[src/rtl/product_accumulator_pkg.sv]
// Shared types and default widths for the streaming product accumulator.
package product_accumulator_pkg;

  localparam int DEF_PROD_W = 32;
  localparam int DEF_ACC_W  = 40;
  localparam int DEF_CNT_W  = 8;

  typedef enum logic [1:0] {
    ST_IDLE  = 2'd0,
    ST_ACCUM = 2'd1,
    ST_HOLD  = 2'd2
  } state_t;

endpackage

[src/rtl/product_accumulator_sat_adder.sv]
// Unsigned accumulate step: zero-extends the product, adds at ACC_W+1 bits
// and clamps to all ones when the carry out is set.
module sat_adder #(
  parameter int ACC_W  = 40,
  parameter int PROD_W = 32
) (
  input  logic [ACC_W-1:0]  i_acc,
  input  logic [PROD_W-1:0] i_add,
  output logic [ACC_W-1:0]  o_sum,
  output logic              o_ovf
);

  logic [ACC_W:0] w_full;

  assign w_full = {1'b0, i_acc} + {{(ACC_W+1-PROD_W){1'b0}}, i_add};
  assign o_ovf  = w_full[ACC_W];
  assign o_sum  = o_ovf ? {ACC_W{1'b1}} : w_full[ACC_W-1:0];

endmodule

[src/rtl/product_accumulator.sv]
// Frame accumulator: sums frame_len unsigned products into a saturating
// accumulator and holds the total on a valid/ready output until taken.
module product_accumulator
  import product_accumulator_pkg::*;
#(
  parameter int PROD_W = DEF_PROD_W,
  parameter int ACC_W  = DEF_ACC_W,
  parameter int CNT_W  = DEF_CNT_W
) (
  input  logic              clk,
  input  logic              rst_n,
  input  logic              i_start,
  input  logic [CNT_W-1:0]  i_frame_len,
  input  logic              i_in_valid,
  output logic              o_in_ready,
  input  logic [PROD_W-1:0] i_in_data,
  output logic              o_out_valid,
  input  logic              i_out_ready,
  output logic [ACC_W-1:0]  o_out_data,
  output logic              o_out_sat,
  output logic              o_busy
);

  state_t             r_state;
  logic [CNT_W-1:0]   r_len;
  logic [CNT_W-1:0]   r_cnt;
  logic [ACC_W-1:0]   r_acc;
  logic               r_sat;

  logic               w_beat;
  logic               w_take_start;
  logic [ACC_W-1:0]   w_sum;
  logic               w_ovf;

  sat_adder #(
    .ACC_W  (ACC_W),
    .PROD_W (PROD_W)
  ) u_sat_adder (
    .i_acc (r_acc),
    .i_add (i_in_data),
    .o_sum (w_sum),
    .o_ovf (w_ovf)
  );

  assign w_beat       = (r_state == ST_ACCUM) && i_in_valid;
  // Accepting the result and starting the next frame share one HOLD cycle.
  assign w_take_start = i_start &&
                        ((r_state == ST_IDLE) || ((r_state == ST_HOLD) && i_out_ready));

  always_ff @(posedge clk or negedge rst_n) begin
    if (!rst_n) begin
      r_state <= ST_IDLE;
      r_len   <= '0;
      r_cnt   <= '0;
      r_acc   <= '0;
      r_sat   <= 1'b0;
    end else if (w_take_start) begin
      r_len   <= i_frame_len;
      r_cnt   <= '0;
      r_acc   <= '0;
      r_sat   <= 1'b0;
      r_state <= (i_frame_len != '0) ? ST_ACCUM : ST_HOLD;
    end else begin
      case (r_state)
        ST_ACCUM: begin
          if (w_beat) begin
            r_acc <= w_sum;
            r_cnt <= r_cnt + 1'b1;
            if (w_ovf) r_sat <= 1'b1;
            if (r_cnt == r_len - 1'b1) r_state <= ST_HOLD;
          end
        end
        ST_HOLD: begin
          if (i_out_ready) r_state <= ST_IDLE;
        end
        default: r_state <= ST_IDLE;
      endcase
    end
  end

  assign o_in_ready  = (r_state == ST_ACCUM);
  assign o_out_valid = (r_state == ST_HOLD);
  assign o_busy      = (r_state != ST_IDLE);
  assign o_out_data  = r_acc;
  assign o_out_sat   = r_sat;

endmodule

[config.mk]
export PLATFORM = sky130hd
export DESIGN_NAME = product_accumulator
export DESIGN_NICKNAME = d
export VERILOG_FILES = /design/src/rtl/product_accumulator_pkg.sv /design/src/rtl/product_accumulator_sat_adder.sv /design/src/rtl/product_accumulator.sv
export SDC_FILE = /design/constraint.sdc
export NUM_CORES = 1
export LEC_CHECK = 0
export ABC_AREA = 1
export ABC_CLOCK_PERIOD_IN_PS = 2500
export BUFFER_PORTS_ARGS = -buffer_cell sky130_fd_sc_hd__buf_4
export CAP_MARGIN = 20
export CORE_UTILIZATION = 59
export DETAILED_ROUTE_END_ITERATION = 8
export PLACE_DENSITY = 0.82
export SETUP_SLACK_MARGIN = 0.02
export SLEW_MARGIN = 10
export SYNTH_ARGS = -nofsm -noshare
export SYNTH_HDL_FRONTEND = slang
export SYNTH_SLANG_ARGS = --single-unit
[constraint.sdc]
create_clock -name clk -period 2.5 [get_ports clk]
set_clock_uncertainty 0.2 [all_clocks]
set_input_delay 0.5 -clock clk [delete_from_list [all_inputs] [get_ports clk]]
set_output_delay 0.5 -clock clk [all_outputs]
set_load 0.005 [all_outputs]
* Yosys cells after proc, flatten, opt, wreduce, memory -nomap -nowiden
Index checks and enable logic that the tools add are counted.
** Storage, ports and cells
- Logic and storage cells :: 44
- Input port bits :: 45
- Bits in registers :: 59
** Cells by class
- $add $sub $neg :: 3
- Reductions and logical operators :: 13
- Equal/unequal tests :: 6
- Muxes and demuxes :: 17
** Operator list (number)
- 40-bit 2-to-1 mux :: 4
- 40-bit by 32-bit adder with 41-bit output :: 1
- 8-bit 2-to-1 mux :: 3
- 2-bit 2-to-1 mux :: 5
- 3-bit by 1-bit inequality test with 1-bit output (second input constant) :: 3
- 8-bit by 1-bit adder with 8-bit output (second input constant) :: 1
- 8-bit equality test :: 1
- 2-bit nonzero test :: 4
- 8-bit nonzero test :: 1
- 8-bit by 1-bit subtractor with 8-bit output (second input constant) :: 1
- 3-bit AND reduction :: 2
- 1-bit 2-to-1 mux :: 4
- 2-bit one-hot mux with 2 select lines :: 1
- 1-bit logical AND :: 3
- 2-bit by 1-bit equality test with 1-bit output (second input constant) :: 1
- 2-bit equality test (second input constant) :: 1
- 2-bit logical NOT :: 1
- 2-bit AND reduction :: 1
- 1-bit logical OR :: 1

* Longest topological paths before layout
- Depth in word-level cells :: 6
- Depth in mapped cells :: 14
- Mapped depth without buffers :: 14

* By module
Synthesis repeated with hierarchy kept, for this count alone.
** Second synthesis, totals
- Cell total of the unflattened synthesis :: 991
- Area total of the unflattened synthesis :: 5886.9 um^2
** By module, submodules not included
- sat_adder :: cells each 653, area an instance 3139.3 um^2, times used 1
- product_accumulator :: cells each 338, area an instance 2747.6 um^2, times used 1

* Worst setup path after synthesis
Ideal clock, no wire load.
- Path kind :: input to register
- Start :: input i_in_data[0]
- End :: register r_acc[33] (netlist: o_out_data[33])
- Setup slack :: 0.093 ns
- Stages on the path :: 13
- Arrival :: 2.089 ns
- Data required time :: 2.182 ns
- Cells stage by stage :: ha_1 > fa_1 > nand3_1 > nand3_2 > nand2_1 > nand3_2 > nand2_1 > nand2_2 > nand2_2 > nand2_4 > buf_6 > a21oi_2 > nand2_1
** Between the ends
- Cells in the longest elaborated chain, start to end :: 5
** RTL lines
- start, declared :: line product_accumulator.sv:16 : input logic [PROD_W-1:0] i_in_data,
- 40-bit by 32-bit adder with 41-bit output :: line product_accumulator_sat_adder.sv:15 : assign w_full = {1'b0, i_acc} + {{(ACC_W+1-PROD_W){1'b0}}, i_add};
- 40-bit 2-to-1 mux :: line product_accumulator_sat_adder.sv:17 : assign o_sum = o_ovf ? {ACC_W{1'b1}} : w_full[ACC_W-1:0];
- 40-bit 2-to-1 mux :: line product_accumulator.sv:66 : if (w_beat) begin
- 40-bit 2-to-1 mux :: line product_accumulator.sv:64 : case (r_state)
- 40-bit 2-to-1 mux :: line product_accumulator.sv:57 : end else if (w_take_start) begin
- end signal, assigned :: line product_accumulator.sv:67 : r_acc <= w_sum;
- end, declared :: line product_accumulator.sv:27 : logic [ACC_W-1:0] r_acc;
Every way passes these cells. The select of a mux whose other input is x is not followed.
A chain may end at the register's enable or synchronous reset.

* Worst setup path after layout
- Start :: register r_acc[8] (netlist: o_out_data[8])
- End :: register r_acc[39] (netlist: o_out_data[39])
** Between the ends
- Cells in the longest elaborated chain, start to end :: 5
** RTL lines (line)
- 40-bit by 32-bit adder with 41-bit output :: product_accumulator_sat_adder.sv:15
- 40-bit 2-to-1 mux :: product_accumulator_sat_adder.sv:17
- 40-bit 2-to-1 mux :: product_accumulator.sv:66
- 40-bit 2-to-1 mux :: product_accumulator.sv:64
- 40-bit 2-to-1 mux :: product_accumulator.sv:57
Every way passes these cells. The select of a mux whose other input is x is not followed.

==> results.md <==
* Most common cell after layout, fill and taps aside: nand2_1
* Lkg Pwr at between 4 and 5 nW
* Mapped Area at ~0.0058 mm^2
* Final hold vios at 0
* Worst hold slack at 0.0206 ns
* Dpl cells at 1150
* CP top delay family: simple AND/OR/NAND/NOR gates
* Synth Flop Type: dfrtp_1
* Vias in the first global route at between 5k and 6k
* Cell Int Power at 0.00357 W
* Layout cell share with drive strength beyond 1 at between 20% and 30%
* Io pins at 89
* Clk pin slew, worst setup/hold paths at roughly 0.08 ns
* Post-layout util at between 70% and 80%
* Sw Share at 47.9%
* Core area at between 0.009 and 0.01 mm^2
* Slew Viols, Final at 0
* 1st-pass router iterations at 6
* CTS max path bufs at 2
* Syn_nets at 984
* Crit path top cell by count: nand2_1
* Crit path DAT at about 2.4 ns
* Crit end category: register
* Clock power frac at about 13%
* Die width at around 100 um
* Worst Max-Slew Pin Slew at about 0.77 ns
* Gr ovfl total at 0
* CTS hold repair buffers at 0
* PwrDens at 973 mW/mm^2
* Setup Viol. Count Final at 0
* FFs w/ async S/R, synth at 100%
* Synth Warn # at 0
* Antenna violations before repair at 0
* Hpwl dp at between 10 and 15 mm
* Sequential-to-total area share from yosys stat at roughly a quarter
* H-Tree Depth at 3
* Max FO, Critical Path at 4
* Fillers at a little over 800
* Worst reg-to-reg setup slack at about 0.15 ns
* Total negative slack at 0 ns
* Worst relative slew slack at just under 50%
* Logic gate share of total power at between 60% and 70%
* Critical-path top delay cell: dfrtp_1
* Synth Register Bits at 59
* DRC viols at 0
* Port buffer count at 88
* Count of cell types in the netlist at 43
* Fin crit share at a little over nine tenths
* Routed length per instance at approximately 13 um
* Max stage delay on crit path at about 0.41 ns
* Starting Density at between 60% and 70%
* Fmax at ~430 MHz
* EDFF count, synth at 0
* R2r endpoint: o_out_data[39]
* Routability cong. at 1.01
* Die height at 101 um
* Post-Synthesis Cells at between 900 and 1k
* Most frequent cells in the layout: nand2_1 (339), buf_4 (131), inv_1 (127), nor2_1 (79), nand3_1 (70)
* Root Buffer: clkbuf_8
* RSZ-0062 raised after global routing: no
* Sink Count at 59
* VDD IR max at 0.488 mV
* Hold/Removal Path Class: input port to asynchronous set/reset pin
* Crit path kind: register to register
* Final Critical Period at 2.35 ns
* CTS Buf Count at 9
* Bufs and invs on worst path at 1
* Status: finished, final reports clean
* Row cnt at 35
* CP cell instances: ha_1 -> nand2_1 -> buf_4 -> nor2_2 -> nand2_1 -> nor2_1 -> nand2_1 -> nand3_1 -> nand2_1 -> nand2_1 -> nand2_1 -> nand3_1 -> nand2_1
* Clock Latency Late Sink at between 0.3 and 0.4 ns
* Reg2Reg Depth at 13
* DIE AREA at 0.0102 mm^2
* WP data required at approximately 2.5 ns
* Via count at a little over 6k
* Synthesized area per cell at around 6.4 um^2
* Critical path startpoint category: register
* Sw power at approximately 0.0033 W
* Via density at approximately 5.2
* P&R area growth vs syn at 22.4%
* Share of power burned in registers at 23.3%
* FF-to-FF Start: o_out_data[8]
* Final ANT Viol Nets at 0
* Global-route wire length before repair at around 26 mm
* Tot GR Track Use at between 30% and 40%
* WL final at approximately 16 mm
* Largest net degree at the start of global routing at 60
* Layout Cells excl Fill at between 1k and 1.5k
* TritonCTS clock tree: done
* Fin nets at roughly 1.1k
* Diode count at 0
* Maxcap violations at 0
* DRC marker count from the first detailed-route iteration at between 200 and 300
==> logic make-up after synthesis <==
family	share of synthesized area [%]
simple gates	42.4
fa+ha+maj	7.74
compound gates	9.96
buf+inv	11.3
xor+xnor	2.89
flops	25.7
==> synthesized netlist by cell type (12+ instances only) <==
library cell  count  share of area (%)
nand2_1         340                 22
inv_1           127                8.3
nor2_1           79                5.2
nand3_1          71                6.2
dfrtp_1          59                 26
ha_1             34                7.4
a21oi_1          32                2.8
o21ai_0          19                1.7
nand3_2          13                2.3
xor2_1           13                2.0
a21boi_2         12                2.3
==> metal layers <==
| metal | wire length, um | track usage (%) |
|---|---|---|
| met5 | 0 | 0 |
| met4 | 548 | 14.7 |
| met3 | 967 | 4.92 |
| met2 | 7060 | 52.9 |
| met1 | 7180 | 43.7 |
==> worst register-to-register path: stages, from the launching register on <==
cell and delay [ns]:
dfrtp_1 0.41, ha_1 0.35, nand2_1 0.11, buf_4 0.15
nor2_2 0.17, nand2_1 0.10, nor2_1 0.09, nand2_1 0.06
nand3_1 0.23, nand2_1 0.13, nand2_1 0.08, nand2_1 0.05
nand3_1 0.07, nand2_1 0.05
==> repair_timing <==
item | CTS | global route
setup endpoints to repair | 0 | 40
buffers inserted | 0 | 2
resized for setup | 0 | 4
hold endpoints to repair | 0 | 0
==> power groups by stage <==
stage	registers (W)	logic, W	clock network, W
after floorplan	0.00153	0.00283	0
after global placement	0.00160	0.00419	0
after detailed placement	0.00160	0.00428	0
after CTS	0.00159	0.00431	0.000899
after global routing	0.00164	0.00489	0.000946
final	0.00160	0.00437	0.000886
==> metrics by stage <==
step / power (W) / cell area (um^2) / setup WS, ns
floorplan: 0.00437 / 5760 / 0.0934
global placement: 0.00579 / 6820 / -0.0349
detailed placement: 0.00588 / 6820 / -0.138
CTS: 0.00680 / 7020 / 0.0656
global route: 0.00747 / 7040 / 0.0261
finish: 0.00686 / 7040 / 0.151
==> state kept, by name, summed over array words and instances (netlist names) <==
name / count
r_cnt: 8
o_out_sat: 1
o_out_data: 40
r_state: 2
r_len: 8
==> worst max path at each step <==
| stage | from | to | slack [ns] | cells past startpoint |
|---|---|---|---|---|
| finish | o_out_data[8] | o_out_data[39] | 0.15 | 13 |
| global route | o_out_data[0] | o_out_data[25] | 0.03 | 13 |
| CTS | o_out_data[0] | o_out_data[25] | 0.07 | 13 |
| detailed placement | i_in_data[0] | o_out_data[31] | -0.14 | 14 |
| global placement | i_in_data[0] | o_out_data[2] | -0.03 | 14 |
| floorplan | i_in_data[0] | o_out_data[33] | 0.09 | 13 |
==> layout make-up <==
class / count / area, um^2 / share of cell area (%)
clock buffer: 9 / 124 / 1.76
clock inverter: 7 / 68.8 / 0.977
inverter: 136 / 510 / 7.25
multi-input combinational: 693 / 3640 / 51.7
sequential: 59 / 1480 / 21.0
tap: 129 / 161 / 2.29
timing repair buffer: 135 / 1060 / 15.1
No activity file was read; power rests on OpenSTA's default activity.
